==> src/rtl/synth_pkg.sv <==
// Shared constants and the envelope state encoding for the synth voice blocks.
package synth_pkg;

  localparam int NBITS    = 10;
  localparam int CLKSPEED = 100_000_000;

  typedef enum logic [2:0] {
    ST_IDLE    = 3'd0,
    ST_ATTACK  = 3'd1,
    ST_DECAY   = 3'd2,
    ST_SUSTAIN = 3'd3,
    ST_RELEASE = 3'd4
  } adsr_state_t;

endpackage

==> src/rtl/tick_gen.sv <==
// Free-running rate divider: tick is high for one clk every PRESCALE cycles; clr restarts the count.
module tick_gen #(
  parameter int PRESCALE = 1000
) (
  input  logic clk,
  input  logic rst_n,
  input  logic clr,
  output logic tick
);

  localparam int            CW   = (PRESCALE > 1) ? $clog2(PRESCALE) : 1;
  localparam logic [CW-1:0] LAST = CW'(PRESCALE - 1);

  logic [CW-1:0] count_r;

  // Prescale counter: wraps at LAST, restarts on clr
  always_ff @(posedge clk or negedge rst_n) begin
    if (!rst_n) begin
      count_r <= {CW{1'b0}};
    end else if (clr || (count_r == LAST)) begin
      count_r <= {CW{1'b0}};
    end else begin
      count_r <= count_r + CW'(1'b1);
    end
  end

  assign tick = (count_r == LAST);

endmodule

==> src/rtl/adsr_env.sv <==
// ADSR envelope controller: gate-driven state machine stepping a saturating amplitude level
// on prescaled ticks.
module adsr_env
  import synth_pkg::*;
#(
  parameter int NBITS    = synth_pkg::NBITS,
  parameter int PRESCALE = 1000
) (
  input  logic             clk,
  input  logic             rst_n,
  input  logic             gate,
  input  logic [NBITS-1:0] attack_step,
  input  logic [NBITS-1:0] decay_step,
  input  logic [NBITS-1:0] sustain_level,
  input  logic [NBITS-1:0] release_step,
  output logic [NBITS-1:0] amp,
  output logic [2:0]       state,
  output logic             busy,
  output logic             done
);

  localparam logic [NBITS-1:0] MAX  = {NBITS{1'b1}};
  localparam logic [NBITS-1:0] ZERO = {NBITS{1'b0}};

  adsr_state_t      state_r;
  logic [NBITS-1:0] amp_r;
  logic             gate_q_r;
  logic             armed_r;
  logic             busy_r;
  logic             done_r;
  logic             rise_s;
  logic             fall_s;
  logic             edge_s;
  logic             tick_s;
  logic [NBITS:0]   att_sum_s;
  logic [NBITS:0]   dec_lim_s;

  // Edge detection and widened arithmetic for the saturating steps.
  // armed_r masks the first cycle after reset so a gate already held high is not seen as a new note.
  always_comb begin
    rise_s    = 1'b0;
    fall_s    = 1'b0;
    att_sum_s = {1'b0, amp_r} + {1'b0, attack_step};
    dec_lim_s = {1'b0, sustain_level} + {1'b0, decay_step};
    if (armed_r) begin
      rise_s = gate & ~gate_q_r;
      fall_s = ~gate & gate_q_r &
               ((state_r == ST_ATTACK) || (state_r == ST_DECAY) || (state_r == ST_SUSTAIN));
    end else begin
      rise_s = 1'b0;
      fall_s = 1'b0;
    end
    edge_s = rise_s | fall_s;
  end

  tick_gen #(.PRESCALE(PRESCALE)) u_tick (
    .clk  (clk),
    .rst_n(rst_n),
    .clr  (edge_s),
    .tick (tick_s)
  );

  // Envelope FSM with registered level, busy and done outputs; edges take priority over ticks
  always_ff @(posedge clk or negedge rst_n) begin
    if (!rst_n) begin
      state_r  <= ST_IDLE;
      amp_r    <= ZERO;
      gate_q_r <= 1'b0;
      armed_r  <= 1'b0;
      busy_r   <= 1'b0;
      done_r   <= 1'b0;
    end else begin
      gate_q_r <= gate;
      armed_r  <= 1'b1;
      done_r   <= 1'b0;
      if (rise_s) begin
        state_r <= ST_ATTACK;
        busy_r  <= 1'b1;
      end else if (fall_s) begin
        state_r <= ST_RELEASE;
        busy_r  <= 1'b1;
      end else if (tick_s) begin
        case (state_r)
          ST_IDLE: begin
            amp_r  <= ZERO;
            busy_r <= 1'b0;
          end
          ST_ATTACK: begin
            if ((attack_step == ZERO) || (att_sum_s >= {1'b0, MAX})) begin
              amp_r   <= MAX;
              state_r <= ST_DECAY;
            end else begin
              amp_r <= att_sum_s[NBITS-1:0];
            end
          end
          ST_DECAY: begin
            if ((decay_step == ZERO) || ({1'b0, amp_r} <= dec_lim_s)) begin
              amp_r   <= sustain_level;
              state_r <= ST_SUSTAIN;
            end else begin
              amp_r <= amp_r - decay_step;
            end
          end
          ST_SUSTAIN: begin
            amp_r <= sustain_level;
          end
          ST_RELEASE: begin
            if ((release_step == ZERO) || (amp_r <= release_step)) begin
              amp_r   <= ZERO;
              state_r <= ST_IDLE;
              busy_r  <= 1'b0;
              done_r  <= 1'b1;
            end else begin
              amp_r <= amp_r - release_step;
            end
          end
          default: begin
            amp_r   <= ZERO;
            state_r <= ST_IDLE;
            busy_r  <= 1'b0;
          end
        endcase
      end else begin
        state_r <= state_r;
      end
    end
  end

  assign amp   = amp_r;
  assign state = state_r;
  assign busy  = busy_r;
  assign done  = done_r;

endmodule

==> config.mk <==
export PLATFORM = sky130hd
export DESIGN_NAME = adsr_env
export DESIGN_NICKNAME = d
export VERILOG_FILES = /design/src/rtl/synth_pkg.sv /design/src/rtl/tick_gen.sv /design/src/rtl/adsr_env.sv
export SDC_FILE = /design/constraint.sdc
export NUM_CORES = 1
export LEC_CHECK = 0
export ABC_AREA = 1
export CELL_PAD_IN_SITES_DETAIL_PLACEMENT = 2
export CELL_PAD_IN_SITES_GLOBAL_PLACEMENT = 2
export CORE_ASPECT_RATIO = 0.5
export CORE_MARGIN = 3
export CORE_UTILIZATION = 30
export CTS_CLUSTER_DIAMETER = 80
export DETAILED_ROUTE_END_ITERATION = 10
export PLACE_DENSITY = 0.81
export SLEW_MARGIN = 20
export SYNTH_ARGS = -nofsm -noshare
export SYNTH_HDL_FRONTEND = slang
export SYNTH_SLANG_ARGS = --single-unit
==> constraint.sdc <==
create_clock -name clk -period 2.6 [get_ports clk]
set_clock_uncertainty 0.1 [all_clocks]
set_input_delay 0.39 -clock clk [delete_from_list [all_inputs] [get_ports clk]]
set_output_delay 0.39 -clock clk [all_outputs]
set_load 0.05 [all_outputs]
==> impl_metrics.env, run 1 <==
export IMPL_outcome="finished with violations"
export IMPL_violations_in_the_final_reports="setup timing"
export IMPL_dr_total_vias=5833
export IMPL_combinationalPowerShare_pct=68.4
export IMPL_first_global_vias=6362
export IMPL_maximum_capacitance_violations=0
export IMPL_diode_count=0
export IMPL_finish_utilization_pct=49.8
export IMPL_max_slew_margin_rel_pct=50.9
export IMPL_ys_warnings_count=0
export IMPL_grt_start_max_net_pins=28
export IMPL_ant_nets=0
export IMPL_layout_cells_non_filler=960
export IMPL_cts_root_buf="sky130_fd_sc_hd__clkbuf_16"
export IMPL_routed_wire_length_per_instance_um=32.6
export IMPL_worst_slew_pin_slew_ns=0.732
export IMPL_placement_io_buffers=57
export IMPL_post_synth_inst_count=614
export IMPL_layout_filler_cells=1415
export IMPL_layout_nets=893
export IMPL_internal_power_mw=1.51
export IMPL_placed_cells_incl_taps=930
export IMPL_coreArea_um2=12300
export IMPL_synthesis_nets=711
export IMPL_die_height_um=87.1
export IMPL_cts_buffer_depth=2
export IMPL_hpwlAfterDp_um=16700
export IMPL_criticalPathCategory="in2reg"
export IMPL_cp_num_buf_inv=4
export IMPL_first_iter_violations=585
export IMPL_synth_top_area_share_pct=17.1
export IMPL_power_switching_share_pct=52.4
export IMPL_postSynthRegisterBits=27
export IMPL_die_area_um2=14600
export IMPL_drt_drc_violations_left=0
export IMPL_finalSetupViolCount=14
export IMPL_achievable_frequency_mhz=275
export IMPL_slowest_cell_on_the_critical_path="sky130_fd_sc_hd__ha_1"
export IMPL_rsz0062_at_grt="yes"
export IMPL_start_kind="primary input"
export IMPL_worst_ep_required_time_ns=2.68
export IMPL_die_w_um=168
export IMPL_clk_pin_slew_ns=0.09
export IMPL_setup_ws_ns=-1.04
export IMPL_critPathMaxStageDelay_ns=0.31
export IMPL_post_route_period_util_pct=140
export IMPL_power_switching_mw=1.67
export IMPL_min_period_ns=3.64
export IMPL_power_share_clock_pct=12.7
export IMPL_fp_row_count=28
export IMPL_yosysSeqAreaShare_pct=17.1
export IMPL_critical_path_cell_chain="buf_6, ha_4, buf_4, a21oi_1, o21ai_4, nand2_1, nand2_1, a21oi_1, xor2_1, ha_1, nand2_2, a21oi_2, nor2_1, nand2_1, nand2_1, nand2_2, nand3_4, buf_12, nand3_2, nand2_2, nand3_4, buf_4, nand3_2, nand2_1"
export IMPL_fin_worst_hold_slack_ns=0.398
export IMPL_cts_made_buffers=3
export IMPL_leakage_nw=3.14
export IMPL_async_flop_share_pct=100
export IMPL_h_tree_depth_reported_by_cts=1
export IMPL_ioPinCount=58
export IMPL_end_kind="flip-flop"
export IMPL_power_frac_seq_pct=18.9
export IMPL_finalHoldViolCount=0
export IMPL_syn_cell_area_um2=3940
export IMPL_synth_distinct_cells=43
export IMPL_post_synth_main_area_contributors="sky130_fd_sc_hd__dfrtp_1 (17%), sky130_fd_sc_hd__nand2_1 (16%), sky130_fd_sc_hd__ha_1 (16%)"
export IMPL_r2r_slack_ns=-0.78
export IMPL_clock_sinks=27
export IMPL_ratio_of_cells_with_drive_above_1_in_the_final_layout_pct=28.7
export IMPL_tritoncts="built"
export IMPL_totalPowerFinal_mw=3.18
export IMPL_avgSynthCellArea_um2=6.42
export IMPL_post_drt_via_cell_ratio=6.08
export IMPL_clock_latency_ns=0.29
export IMPL_crit_arrival_ns=3.71
export IMPL_worst_path_dominant_cell_family="simple AND/OR/NAND/NOR gates"
export IMPL_edff_count_synth=0
export IMPL_gp_routability_congestion=0.873
export IMPL_synth_largest_area_cell="sky130_fd_sc_hd__dfrtp_1"
export IMPL_finalWirelength_um=31300
export IMPL_most_used_flip_flop_cell_after_synthesis="sky130_fd_sc_hd__dfrtp_1"
export IMPL_grt_ovfl_total=0
export IMPL_detail_route_first_pass_iterations=5
export IMPL_holdCritPathClass="in2async"
export IMPL_ir_drop_mv=0.555
export IMPL_crit_path_max_fanout=6
export IMPL_drv_slew=0
export IMPL_initial_antenna_violation_count=0
export IMPL_summed_negative_setup_slack_over_all_endpoints_ns=-12.69
export IMPL_first_pass_grt_wire_length_um=40300
export IMPL_initial_core_util_pct=32.1
export IMPL_grt_total_usage_pct=36.9
export IMPL_powerDensity_nw_per_um2=519
export IMPL_critPathMostFrequentCell="sky130_fd_sc_hd__nand2_1"
export IMPL_areaGrowthSynthToFinish_pct=55.4
## path summary, 6_finish.rpt
path | to | start | cells after the start
max | state[1] | sustain_level[3] | 24
min | state[0] | rst_n | 2
max reg2reg | amp[8] | amp[0] | 15
min reg2reg | u_tick.count_r[0] | u_tick.count_r[0] | 1
max in group asynchronous | u_tick.count_r[9] | rst_n | 2
min in group clk | u_tick.count_r[0] | u_tick.count_r[0] | 1
## cells in the mapped netlist (3+ instances only)
| master | instances |
|---|---|
| sky130_fd_sc_hd__a21o_1 | 4 |
| sky130_fd_sc_hd__a21oi_1 | 42 |
| sky130_fd_sc_hd__a31oi_1 | 3 |
| sky130_fd_sc_hd__dfrtp_1 | 27 |
| sky130_fd_sc_hd__fa_1 | 4 |
| sky130_fd_sc_hd__ha_1 | 50 |
| sky130_fd_sc_hd__inv_1 | 95 |
| sky130_fd_sc_hd__inv_2 | 6 |
| sky130_fd_sc_hd__nand2_1 | 172 |
| sky130_fd_sc_hd__nand2_2 | 6 |
| sky130_fd_sc_hd__nand3_1 | 39 |
| sky130_fd_sc_hd__nand3_2 | 3 |
| sky130_fd_sc_hd__nand3b_1 | 3 |
| sky130_fd_sc_hd__nand4_1 | 11 |
| sky130_fd_sc_hd__nor2_1 | 45 |
| sky130_fd_sc_hd__nor2_4 | 3 |
| sky130_fd_sc_hd__nor3_1 | 14 |
| sky130_fd_sc_hd__nor3b_1 | 3 |
| sky130_fd_sc_hd__o211ai_1 | 4 |
| sky130_fd_sc_hd__o21ai_0 | 20 |
| sky130_fd_sc_hd__o22ai_1 | 7 |
| sky130_fd_sc_hd__xnor2_1 | 7 |
| sky130_fd_sc_hd__xor2_1 | 18 |
## metal layers
metal	vias up	share of wire, %	global-route usage [%]
li1	2366	-	-
met5	-	0	0
met1	2896	40	44.7
met3	177	7.7	7.52
met2	394	46	65.0
met4	0	6.5	14.7
## logic make-up after synthesis
logic type                 Yosys count  share of synthesized area, %
other                                1                        0.0951
adders and majority gates           54                          17.9
AOI/OAI and AO/OA                   89                          12.6
xor gates and xnor gates            25                          5.56
and+or+nand+nor                    312                          36.1
DFF                                 27                          17.1
buffers and inverters              106                          10.6
## cells in the final DEF (no fill, tap or decap), types with 13 or more instances in the layout
master / count
sky130_fd_sc_hd__inv_1: 91
sky130_fd_sc_hd__a21oi_1: 30
sky130_fd_sc_hd__nand2_2: 19
sky130_fd_sc_hd__nand3_1: 32
sky130_fd_sc_hd__clkdlybuf4s50_1: 41
sky130_fd_sc_hd__ha_1: 42
sky130_fd_sc_hd__xor2_1: 18
sky130_fd_sc_hd__nand2_1: 155
sky130_fd_sc_hd__nor2_1: 41
sky130_fd_sc_hd__nor3_1: 13
sky130_fd_sc_hd__dfrtp_1: 27
sky130_fd_sc_hd__buf_4: 119
## per-stage QoR
step | setup WS, ns | area, µm²
4_1_cts | -0.723 | 5930
3_3_place_gp | -1.13 | 5490
2_1_floorplan | -0.296 | 4000
6_report | -1.04 | 6120
5_1_grt | -1.15 | 6120
3_5_place_dp | -1.35 | 5490
## state kept, by name, indices dropped and copies added, names as in the netlist
| signal | cells |
|---|---|
| amp | 10 |
| u_tick.count_r | 10 |
| armed_r | 1 |
| state | 3 |
| done | 1 |
| gate_q_r | 1 |
| busy | 1 |
## what timing repair did
action / in CTS / in global routing
cloned: 3 / 1
pin swaps: 46 / 29
buffers inserted: 15 / 8
endpoints found under the setup margin: 14 / 15
gates resized for setup: 99 / 42
hold buffers: 0 / 0
## cell type report
| type | count | area, µm² | area share, % |
|---|---|---|---|
| clock buffers | 4 | 78.8 | 1.29 |
| inverters | 101 | 379 | 6.19 |
| repair buffers | 181 | 1570 | 25.7 |
| flip-flops and latches | 27 | 676 | 11.0 |
| well taps | 165 | 206 | 3.37 |
| multi-input cells | 482 | 3210 | 52.4 |
## power by group through the flow
stage / clock network [mW] / logic, mW / registers (mW)
3_5_place_dp: 0 / 1.53 / 0.577
4_1_cts: 0.386 / 1.80 / 0.573
2_1_floorplan: 0 / 0.820 / 0.619
5_1_grt: 0.409 / 2.24 / 0.599
3_3_place_gp: 0 / 1.42 / 0.572
6_report: 0.404 / 2.17 / 0.601
Power figures use the tool's default switching activity.
==> run 2, diff against run 1 <==
CORE_MARGIN = 1.5   (was 3)
CTS_CLUSTER_DIAMETER = 200   (was 80)
PLACE_DENSITY = default   (was 0.81)
PLACE_DENSITY_LB_ADDON = 0.1   (was default)
==> impl_metrics.env, run 2 (synthesis results as in run 1) <==
export IMPL_end_kind="flip-flop"
export IMPL_maximum_capacitance_violations=0
export IMPL_fp_row_count=29
export IMPL_fin_worst_hold_slack_ns=0.366
export IMPL_mostFrequentLayoutCells="sky130_fd_sc_hd__nand2_1 (156), sky130_fd_sc_hd__buf_4 (110), sky130_fd_sc_hd__inv_1 (90)"
export IMPL_die_height_um=84.1
export IMPL_ir_drop_mv=0.304
export IMPL_most_common_cell_after_layout_fill_and_taps_aside="sky130_fd_sc_hd__nand2_1"
export IMPL_clock_latency_ns=0.27
export IMPL_setup_ws_ns=-0.921
export IMPL_rsz0062_at_grt="yes"
export IMPL_first_iter_violations=265
export IMPL_totalPowerFinal_mw=3.00
export IMPL_min_period_ns=3.52
export IMPL_tritoncts="built"
export IMPL_achievable_frequency_mhz=284
export IMPL_detail_route_first_pass_iterations=4
export IMPL_criticalPathCategory="in2reg"
export IMPL_holdCritPathClass="reg2reg"
export IMPL_dpl_instance_area_um2=5490
export IMPL_routed_wire_length_per_instance_um=26.6
export IMPL_grt_ovfl_total=0
export IMPL_die_area_um2=13900
export IMPL_drv_slew=0
export IMPL_ratio_of_cells_with_drive_above_1_in_the_final_layout_pct=27.8
export IMPL_post_drt_via_cell_ratio=5.60
export IMPL_post_route_period_util_pct=135
export IMPL_grt_total_usage_pct=33.9
export IMPL_drt_drc_violations_left=0
export IMPL_layout_nets=883
export IMPL_leakage_nw=3.11
export IMPL_crit_arrival_ns=3.58
export IMPL_start_kind="primary input"
export IMPL_outcome="finished with violations"
export IMPL_initial_core_util_pct=30.9
export IMPL_cts_buffer_depth=2
export IMPL_clk_pin_slew_ns=0.08
export IMPL_clock_sinks=27
export IMPL_ant_nets=0
export IMPL_initial_antenna_violation_count=0
export IMPL_violations_in_the_final_reports="setup timing"
export IMPL_finalWirelength_um=25400
export IMPL_gp_routability_congestion=0.867
export IMPL_worst_ep_required_time_ns=2.66
export IMPL_dpl_worst_slack_ns=-1.51
export IMPL_diode_count=0
export IMPL_hpwlAfterDp_um=15000
export IMPL_max_slew_margin_rel_pct=58.1
export IMPL_placement_io_buffers=57
export IMPL_h_tree_depth_reported_by_cts=1
export IMPL_dr_total_vias=5349
export IMPL_finalSetupViolCount=14
export IMPL_cts_made_buffers=3
export IMPL_finalHoldViolCount=0
export IMPL_post_route_cell_area_um2=6110
export IMPL_powerDensity_nw_per_um2=492
export IMPL_layout_filler_cells=1517
export IMPL_grt_start_max_net_pins=28
export IMPL_areaGrowthSynthToFinish_pct=55.0
export IMPL_ioPinCount=58
export IMPL_worst_slew_pin_slew_ns=0.624
export IMPL_first_global_vias=5972
export IMPL_cts_hold_buffers_added=0
export IMPL_die_w_um=165
export IMPL_coreArea_um2=12700
export IMPL_crit_path_max_fanout=6
export IMPL_first_pass_grt_wire_length_um=35100
export IMPL_cts_root_buf="sky130_fd_sc_hd__clkbuf_16"
-- run 2: cell types whose count changed in the layout (fill, tap and decap cells not counted), sizes merged --
cell,before,now
nand3b,5,4
dlygate4sd2,2,4
buf,134,125
dlymetal6s2s,2,1
clkdlybuf4s15,2,1
-- run 2: per-layer routing --
metal	global-route usage (%)	wire length (µm)	share of wire (%)	vias up
li1	-	-	-	2341
met1	40.6	10800	42	2703
met2	60.4	12300	48	213
met3	5.51	1110	4.4	92
met4	12.5	1250	4.9	0
met5	0	0	0	-
-- run 2: worst paths after layout --
kind / startpoint / to / slack, ns / depth (start not counted)
setup / recovery: decay_step[4] / amp[5] / -0.92 / 24
hold / removal: u_tick.count_r[0] / u_tick.count_r[0] / 0.37 / 1
setup reg to reg: amp[5] / amp[1] / -0.39 / 12
hold reg to reg: u_tick.count_r[0] / u_tick.count_r[0] / 0.37 / 1
max in group asynchronous: rst_n / u_tick.count_r[9] / 1.68 / 2
min in group asynchronous: rst_n / amp[5] / 0.42 / 2
-- run 2: cell type report --
type                            count  area (µm²)  area share (%)
Inverter                          101         384            6.29
Multi-Input combinational cell    481        3220            52.7
Sequential cell                    27         676            11.1
Timing Repair Buffer              172        1540            25.2
Clock buffer                        4        78.8            1.29
Tap cell                          170         213            3.48
-- run 2: through the flow --
| step | TNS (ns) | util [%] | cells |
|---|---|---|---|
| CTS | -7.39 | 46.7 | 953 |
| floorplan | -3.42 | - | 614 |
| finish | -10.36 | 48.0 | 955 |
| global route | -11.94 | 48.0 | 955 |
| detailed placement | -18.92 | 43.1 | 934 |
| global placement | -15.28 | 43.1 | 934 |
-- run 2: critical path: stages --
cell	delay (ns)
sky130_fd_sc_hd__buf_8	0.11
sky130_fd_sc_hd__ha_4	0.29
sky130_fd_sc_hd__nand2_4	0.08
sky130_fd_sc_hd__nor3_4	0.22
sky130_fd_sc_hd__a21oi_4	0.10
sky130_fd_sc_hd__o21ai_2	0.17
sky130_fd_sc_hd__a21oi_2	0.09
sky130_fd_sc_hd__nor2_2	0.11
sky130_fd_sc_hd__nor2_1	0.07
sky130_fd_sc_hd__xor2_1	0.16
sky130_fd_sc_hd__ha_1	0.31
sky130_fd_sc_hd__inv_2	0.09
sky130_fd_sc_hd__nor2_4	0.05
sky130_fd_sc_hd__nand4_1	0.11
sky130_fd_sc_hd__nand2_2	0.08
sky130_fd_sc_hd__nor2_4	0.13
sky130_fd_sc_hd__nand3_4	0.16
sky130_fd_sc_hd__buf_12	0.19
sky130_fd_sc_hd__nand2_1	0.13
sky130_fd_sc_hd__o21ai_2	0.10
sky130_fd_sc_hd__nand2_1	0.13
sky130_fd_sc_hd__nand3_2	0.11
sky130_fd_sc_hd__nand2_1	0.11
sky130_fd_sc_hd__nand2_1	0.07
-- run 2: where the power goes --
group,switching [mW],internal [mW]
combinational,1.21,0.836
clock,0.167,0.211
sequential,0.102,0.481
-- run 2: repair_timing --
action                                  CTS  global route
endpoints found under the hold margin     0             0
endpoints found under the setup margin   13            14
gates resized for setup                 107            37
setup buffers                            12             2
gates cloned                              3             0
pin swaps                                42            22
